`src/rtl/video_timing_gen.sv`:
```
// Video timing generator: pixel/line counters, sync/enable strobes and an
// image-window address, all registered and aligned to the same pixel.
module video_timing_gen #(
   parameter int ScreenX            = 1366,
   parameter int ScreenY            = 768,
   parameter int BlankingHorizontal = 50,
   parameter int BlankingVertical   = 12,
   parameter int HSyncOffset        = 8,
   parameter int HSyncWidth         = 16,
   parameter int VSyncOffset        = 2,
   parameter int VSyncWidth         = 4,
   parameter int WinX               = 100,
   parameter int WinY               = 100
) (
   input  logic        clk,
   input  logic        rst_n,
   input  logic        run,
   output logic        HSync,
   output logic        VSync,
   output logic        DataEnable,
   output logic [10:0] PosX,
   output logic [10:0] PosY,
   output logic        FrameStart,
   output logic        WinEn,
   output logic [13:0] WinAddr
);

   localparam logic [10:0] HLast  = 11'(ScreenX + BlankingHorizontal - 1);
   localparam logic [10:0] VLast  = 11'(ScreenY + BlankingVertical - 1);
   localparam logic [10:0] ActX   = 11'(ScreenX);
   localparam logic [10:0] ActY   = 11'(ScreenY);
   localparam logic [10:0] HsBeg  = 11'(ScreenX + HSyncOffset);
   localparam logic [10:0] HsEnd  = 11'(ScreenX + HSyncOffset + HSyncWidth);
   localparam logic [10:0] VsBeg  = 11'(ScreenY + VSyncOffset);
   localparam logic [10:0] VsEnd  = 11'(ScreenY + VSyncOffset + VSyncWidth);
   localparam logic [10:0] WinXL  = 11'(WinX);
   localparam logic [10:0] WinYL  = 11'(WinY);
   localparam logic [13:0] WaLast = 14'(WinX * WinY - 1);

   typedef enum logic [1:0] {IDLE, RUN, DRAIN} state_t;

   state_t      state_q, state_d;
   logic [10:0] pos_x_q, pos_x_d;
   logic [10:0] pos_y_q, pos_y_d;
   logic        hsync_q, hsync_d;
   logic        vsync_q, vsync_d;
   logic        de_q, de_d;
   logic        fs_q, fs_d;
   logic        win_en_q, win_en_d;
   logic [13:0] win_addr_q, win_addr_d;
   logic        active_d;
   logic        last_px;

   // Next state and next position; all strobes are derived from the next
   // position so every registered output describes the same pixel.
   always_comb begin
      state_d    = state_q;
      pos_x_d    = '0;
      pos_y_d    = '0;
      fs_d       = 1'b0;
      win_addr_d = '0;
      last_px    = (pos_x_q == HLast) && (pos_y_q == VLast);
      case (state_q)
         IDLE: begin
            if (run) begin
               state_d = RUN;
               fs_d    = 1'b1;
            end
         end
         default: begin
            // RUN and DRAIN count identically; only the frame boundary differs
            if (last_px) begin
               state_d = run ? RUN : IDLE;
               fs_d    = run;
            end else begin
               state_d = run ? RUN : DRAIN;
               if (pos_x_q == HLast) begin
                  pos_y_d = pos_y_q + 11'd1;
               end else begin
                  pos_x_d = pos_x_q + 11'd1;
                  pos_y_d = pos_y_q;
               end
            end
         end
      endcase

      active_d = (state_d != IDLE);
      de_d     = active_d && (pos_x_d < ActX) && (pos_y_d < ActY);
      hsync_d  = !(active_d && (pos_x_d >= HsBeg) && (pos_x_d < HsEnd));
      vsync_d  = !(active_d && (pos_y_d >= VsBeg) && (pos_y_d < VsEnd));
      win_en_d = de_d && (pos_x_d < WinXL) && (pos_y_d < WinYL);

      // address advances after each window pixel, restarts every frame
      if (active_d && !fs_d) begin
         if (win_en_q)
            win_addr_d = (win_addr_q == WaLast) ? 14'd0 : win_addr_q + 14'd1;
         else
            win_addr_d = win_addr_q;
      end
   end

   // State and output registers; reset forces the idle picture immediately.
   always_ff @(posedge clk or negedge rst_n) begin
      if (!rst_n) begin
         state_q    <= IDLE;
         pos_x_q    <= '0;
         pos_y_q    <= '0;
         hsync_q    <= 1'b1;
         vsync_q    <= 1'b1;
         de_q       <= 1'b0;
         fs_q       <= 1'b0;
         win_en_q   <= 1'b0;
         win_addr_q <= '0;
      end else begin
         state_q    <= state_d;
         pos_x_q    <= pos_x_d;
         pos_y_q    <= pos_y_d;
         hsync_q    <= hsync_d;
         vsync_q    <= vsync_d;
         de_q       <= de_d;
         fs_q       <= fs_d;
         win_en_q   <= win_en_d;
         win_addr_q <= win_addr_d;
      end
   end

   assign HSync      = hsync_q;
   assign VSync      = vsync_q;
   assign DataEnable = de_q;
   assign PosX       = pos_x_q;
   assign PosY       = pos_y_q;
   assign FrameStart = fs_q;
   assign WinEn      = win_en_q;
   assign WinAddr    = win_addr_q;

endmodule

```
`config.mk`:
```
export PLATFORM = sky130hd
export DESIGN_NAME = video_timing_gen
export DESIGN_NICKNAME = d
export VERILOG_FILES = /design/src/rtl/video_timing_gen.sv
export SDC_FILE = /design/constraint.sdc
export NUM_CORES = 1
export LEC_CHECK = 0
export ABC_AREA = 1
export CAP_MARGIN = 20
export CORE_ASPECT_RATIO = 1.75
export CORE_MARGIN = 10
export CORE_UTILIZATION = 30
export CTS_BUF_LIST = sky130_fd_sc_hd__clkbuf_2
export DETAILED_ROUTE_END_ITERATION = 6
export GPL_TIMING_DRIVEN = 0
export HOLD_SLACK_MARGIN = 0.15
export MAX_ROUTING_LAYER = met4
export SLEW_MARGIN = 25
export SYNTH_ARGS = -nofsm -noshare
export SYNTH_HDL_FRONTEND = slang
export SYNTH_SLANG_ARGS = --single-unit
```
`constraint.sdc`:
```
create_clock -name clk -period 3.6 [get_ports clk]
set_input_delay 0.72 -clock clk [delete_from_list [all_inputs] [get_ports clk]]
set_output_delay 0.72 -clock clk [all_outputs]
set_load 0.05 [all_outputs]
```
==> metrics.cfg <==
[run_status]
status = completed

[timing]
fin_skew_ns = 0.0222
fin_crit_ns = 2.53
drv_slew = 0
finalHoldViolCount = 0
clock.fmax_ghz = 0.396
rsz0062_at_grt = false
worst_pin_slew_ns = 0.539
slew_headroom_pct = 64.0
setup_viol = 0
fin_setup_tns_ns = 0
fin_crit_sh_pct = 70.1

[setup_path]
slowest_delay_ns = 0.85
endpoint_kind = output port
reg2reg_to = DataEnable
r2r_cells = 12
rrSetupSlack_ns = 1.49
critPathBufInv = 1
worst-endpoint-arrival_ns = 1.81
required_ns = 2.88
cp-start-kind = flop
critical-path-slowest-cell = clkdlybuf4s50_1
crit_path_start = WinAddr[8]
critPathMaxFanout = 7
crit_chain = clkdlybuf4s50_1
critical_path_class = flop to output port
crit-reg2reg-launch = PosX[0]
cpLargestDelayFamily = buffers and inverters

[global_routing]
grtUsageTotal_pct = 11.2
overflow = 0
grt_pass1_vias = 2500
grt_pass1_wl_mm = 11.7
grt_max_degree = 24
antenna_found_initial = 1

[placed_design]
place.gp.congestion = 0.865
dp_hpwl_mm = 5.43
port_buffers = 43
post-place-cells = 529

[synthesis]
synth_area_um2 = 2620
netlist_instances = 368
syn_nets = 374
synth-main-ff-cell = dfrtp_1
yosysSeqAreaShare_pct = 41.2
synth_edf_count = 0
synthDistinctLibCells = 31
avgSynthCellArea_um2 = 7.12
yosysWarnings = 0
ys_async_sr_fraction_pct = 100
synth-seq-cells = 43

[detailed_routing]
avgViaCountPerCell = 4.56
firstDrtPassIters = 4
drt-total-wl_mm = 6.79
wl_per_cell_um = 12.6
ant_nets = 0
drc = 0
drt_iter0_drc = 86
dr_total_vias = 2453

[finish]
drive_gt1_share_pct = 9.52
fin_cells = 538
synthToLayoutAreaGrowth_pct = 26.4
fin_util_pct = 38.4
fill_cells = 921
nNetsFinal = 425

[clock_network]
postCtsSetupBuffers = 0
ctsResizeCount = 0
clk_path_buf_depth = 2
clkTransAtPathRegs_ns = 0.21
numCtsBuffers = 5
h-tree-depth = 2
clock_latency_ns = 0.44
cts_hold_buf = 0
cts_root_buf = clkbuf_2
cts_tree = built
cts_sinks = 43

[floorplanning]
design.die.area_um2 = 13000
dieHeight_um = 144
die_w_um = 90.6
initial_core_util_pct = 30.4
io_pins = 44
core_area_um2 = 8610
rows = 45

[power]
power.total_mw = 1.18
power.density_nw_per_um2 = 357
peakVddDrop_uv = 330
p_leak_nw = 1.66

[job]
max_cap_viol_count = 0

[worst_hold_path]
hold_path.class = input pin to asynchronous set/reset pin

[Yosys cell counts, types with 3 or more instances]
cell type,instances,area share (%)
nand2_1,90,13
nor2_4,4,1.7
inv_1,58,8.3
ha_1,3,1.4
dfrtp_1,41,39
o21ai_0,12,2.3
nand3_2,4,1.5
a21oi_1,5,0.96
nand4_1,6,1.4
nor3_1,6,1.1
nor2_2,3,0.72
o21ai_1,4,0.76
inv_2,6,0.86
nor2_1,60,8.6
xor2_1,5,1.7
nand3_1,38,7.3
o21a_1,4,1.1
[state kept, by name, indices dropped and copies added (netlist names)]
register / count
PosX: 11
FrameStart: 1
state_q: 2
PosY: 11
DataEnable: 1
WinEn: 1
HSync: 1
WinAddr: 14
VSync: 1
[layout by cell type (no fill, tap or decap), types with 2 or more instances in the layout]
cell | synthesis | routed
xnor2_1 | 2 | 2
bufinv_16 | 0 | 2
nor2_2 | 3 | 3
dfrtp_1 | 41 | 41
nand3_1 | 38 | 38
or2_2 | 2 | 2
nand2_1 | 90 | 90
nor3_1 | 6 | 6
clkbuf_2 | 0 | 6
buf_2 | 1 | 2
dfstp_2 | 2 | 2
o21ai_1 | 4 | 4
a21oi_1 | 5 | 5
nand2_4 | 2 | 2
nand3_2 | 4 | 4
nand2_2 | 2 | 2
o21a_1 | 4 | 4
inv_2 | 6 | 6
nand4_1 | 6 | 6
ha_1 | 3 | 3
clkdlybuf4s50_1 | 0 | 42
inv_1 | 58 | 58
nor2_1 | 60 | 60
xor2_1 | 5 | 5
nor2_4 | 4 | 4
o21ai_0 | 12 | 12
[routing by layer]
layer  GRT usage [%]  wire length (µm)
met5               -                 0
met4            4.55               127
met3            2.14               231
met2            20.9              3750
met1            11.3              2690
[worst max-delay path by stage]
stage | endpoint | depth (start not counted) | slack [ns]
after floorplan | WinEn | 14 | 1.51
after global placement | WinAddr[12] | 1 | 0.61
after detailed placement | WinEn | 12 | 1.47
after CTS | WinAddr[8] | 1 | 1.03
after global routing | WinAddr[8] | 1 | 0.94
final | WinAddr[8] | 1 | 1.07
[cell type report]
class	instances	area, µm²	share of cell area, %
multi-input combinational	257	1270	38.4
clock buffer	6	30.0	0.907
sequential	43	1080	32.6
inverter	64	240	7.26
buffer	4	27.5	0.831
tap	117	146	4.42
antenna	1	2.50	0.0756
timing repair buffer	44	453	13.7
clock inverter	2	60.1	1.81
[cells by family after synthesis]
family          after synthesis  synth area share [%]
buf+inv                      68                  10.2
xor+xnor                      7                  2.34
compound gates               28                  6.78
simple gates                219                  38.0
flops                        43                  41.2
fa+ha+maj                     3                  1.43
[per-stage QoR]
step                worst slack, ns  cell area, µm²  hold slack (ns)
floorplan                      1.51            2620            0.424
global placement              0.609            3200            0.483
detailed placement             1.47            3220            0.509
CTS                            1.03            3310            0.224
global route                  0.943            3310            0.228
finish                         1.07            3310            0.234
[power breakdown]
part	switching, mW	internal (mW)	leakage, nW
registers	0.0356	0.513	0.573
logic	0.189	0.0934	1.03
clock network	0.162	0.190	0.0532
(Power assumes the default switching activity.)
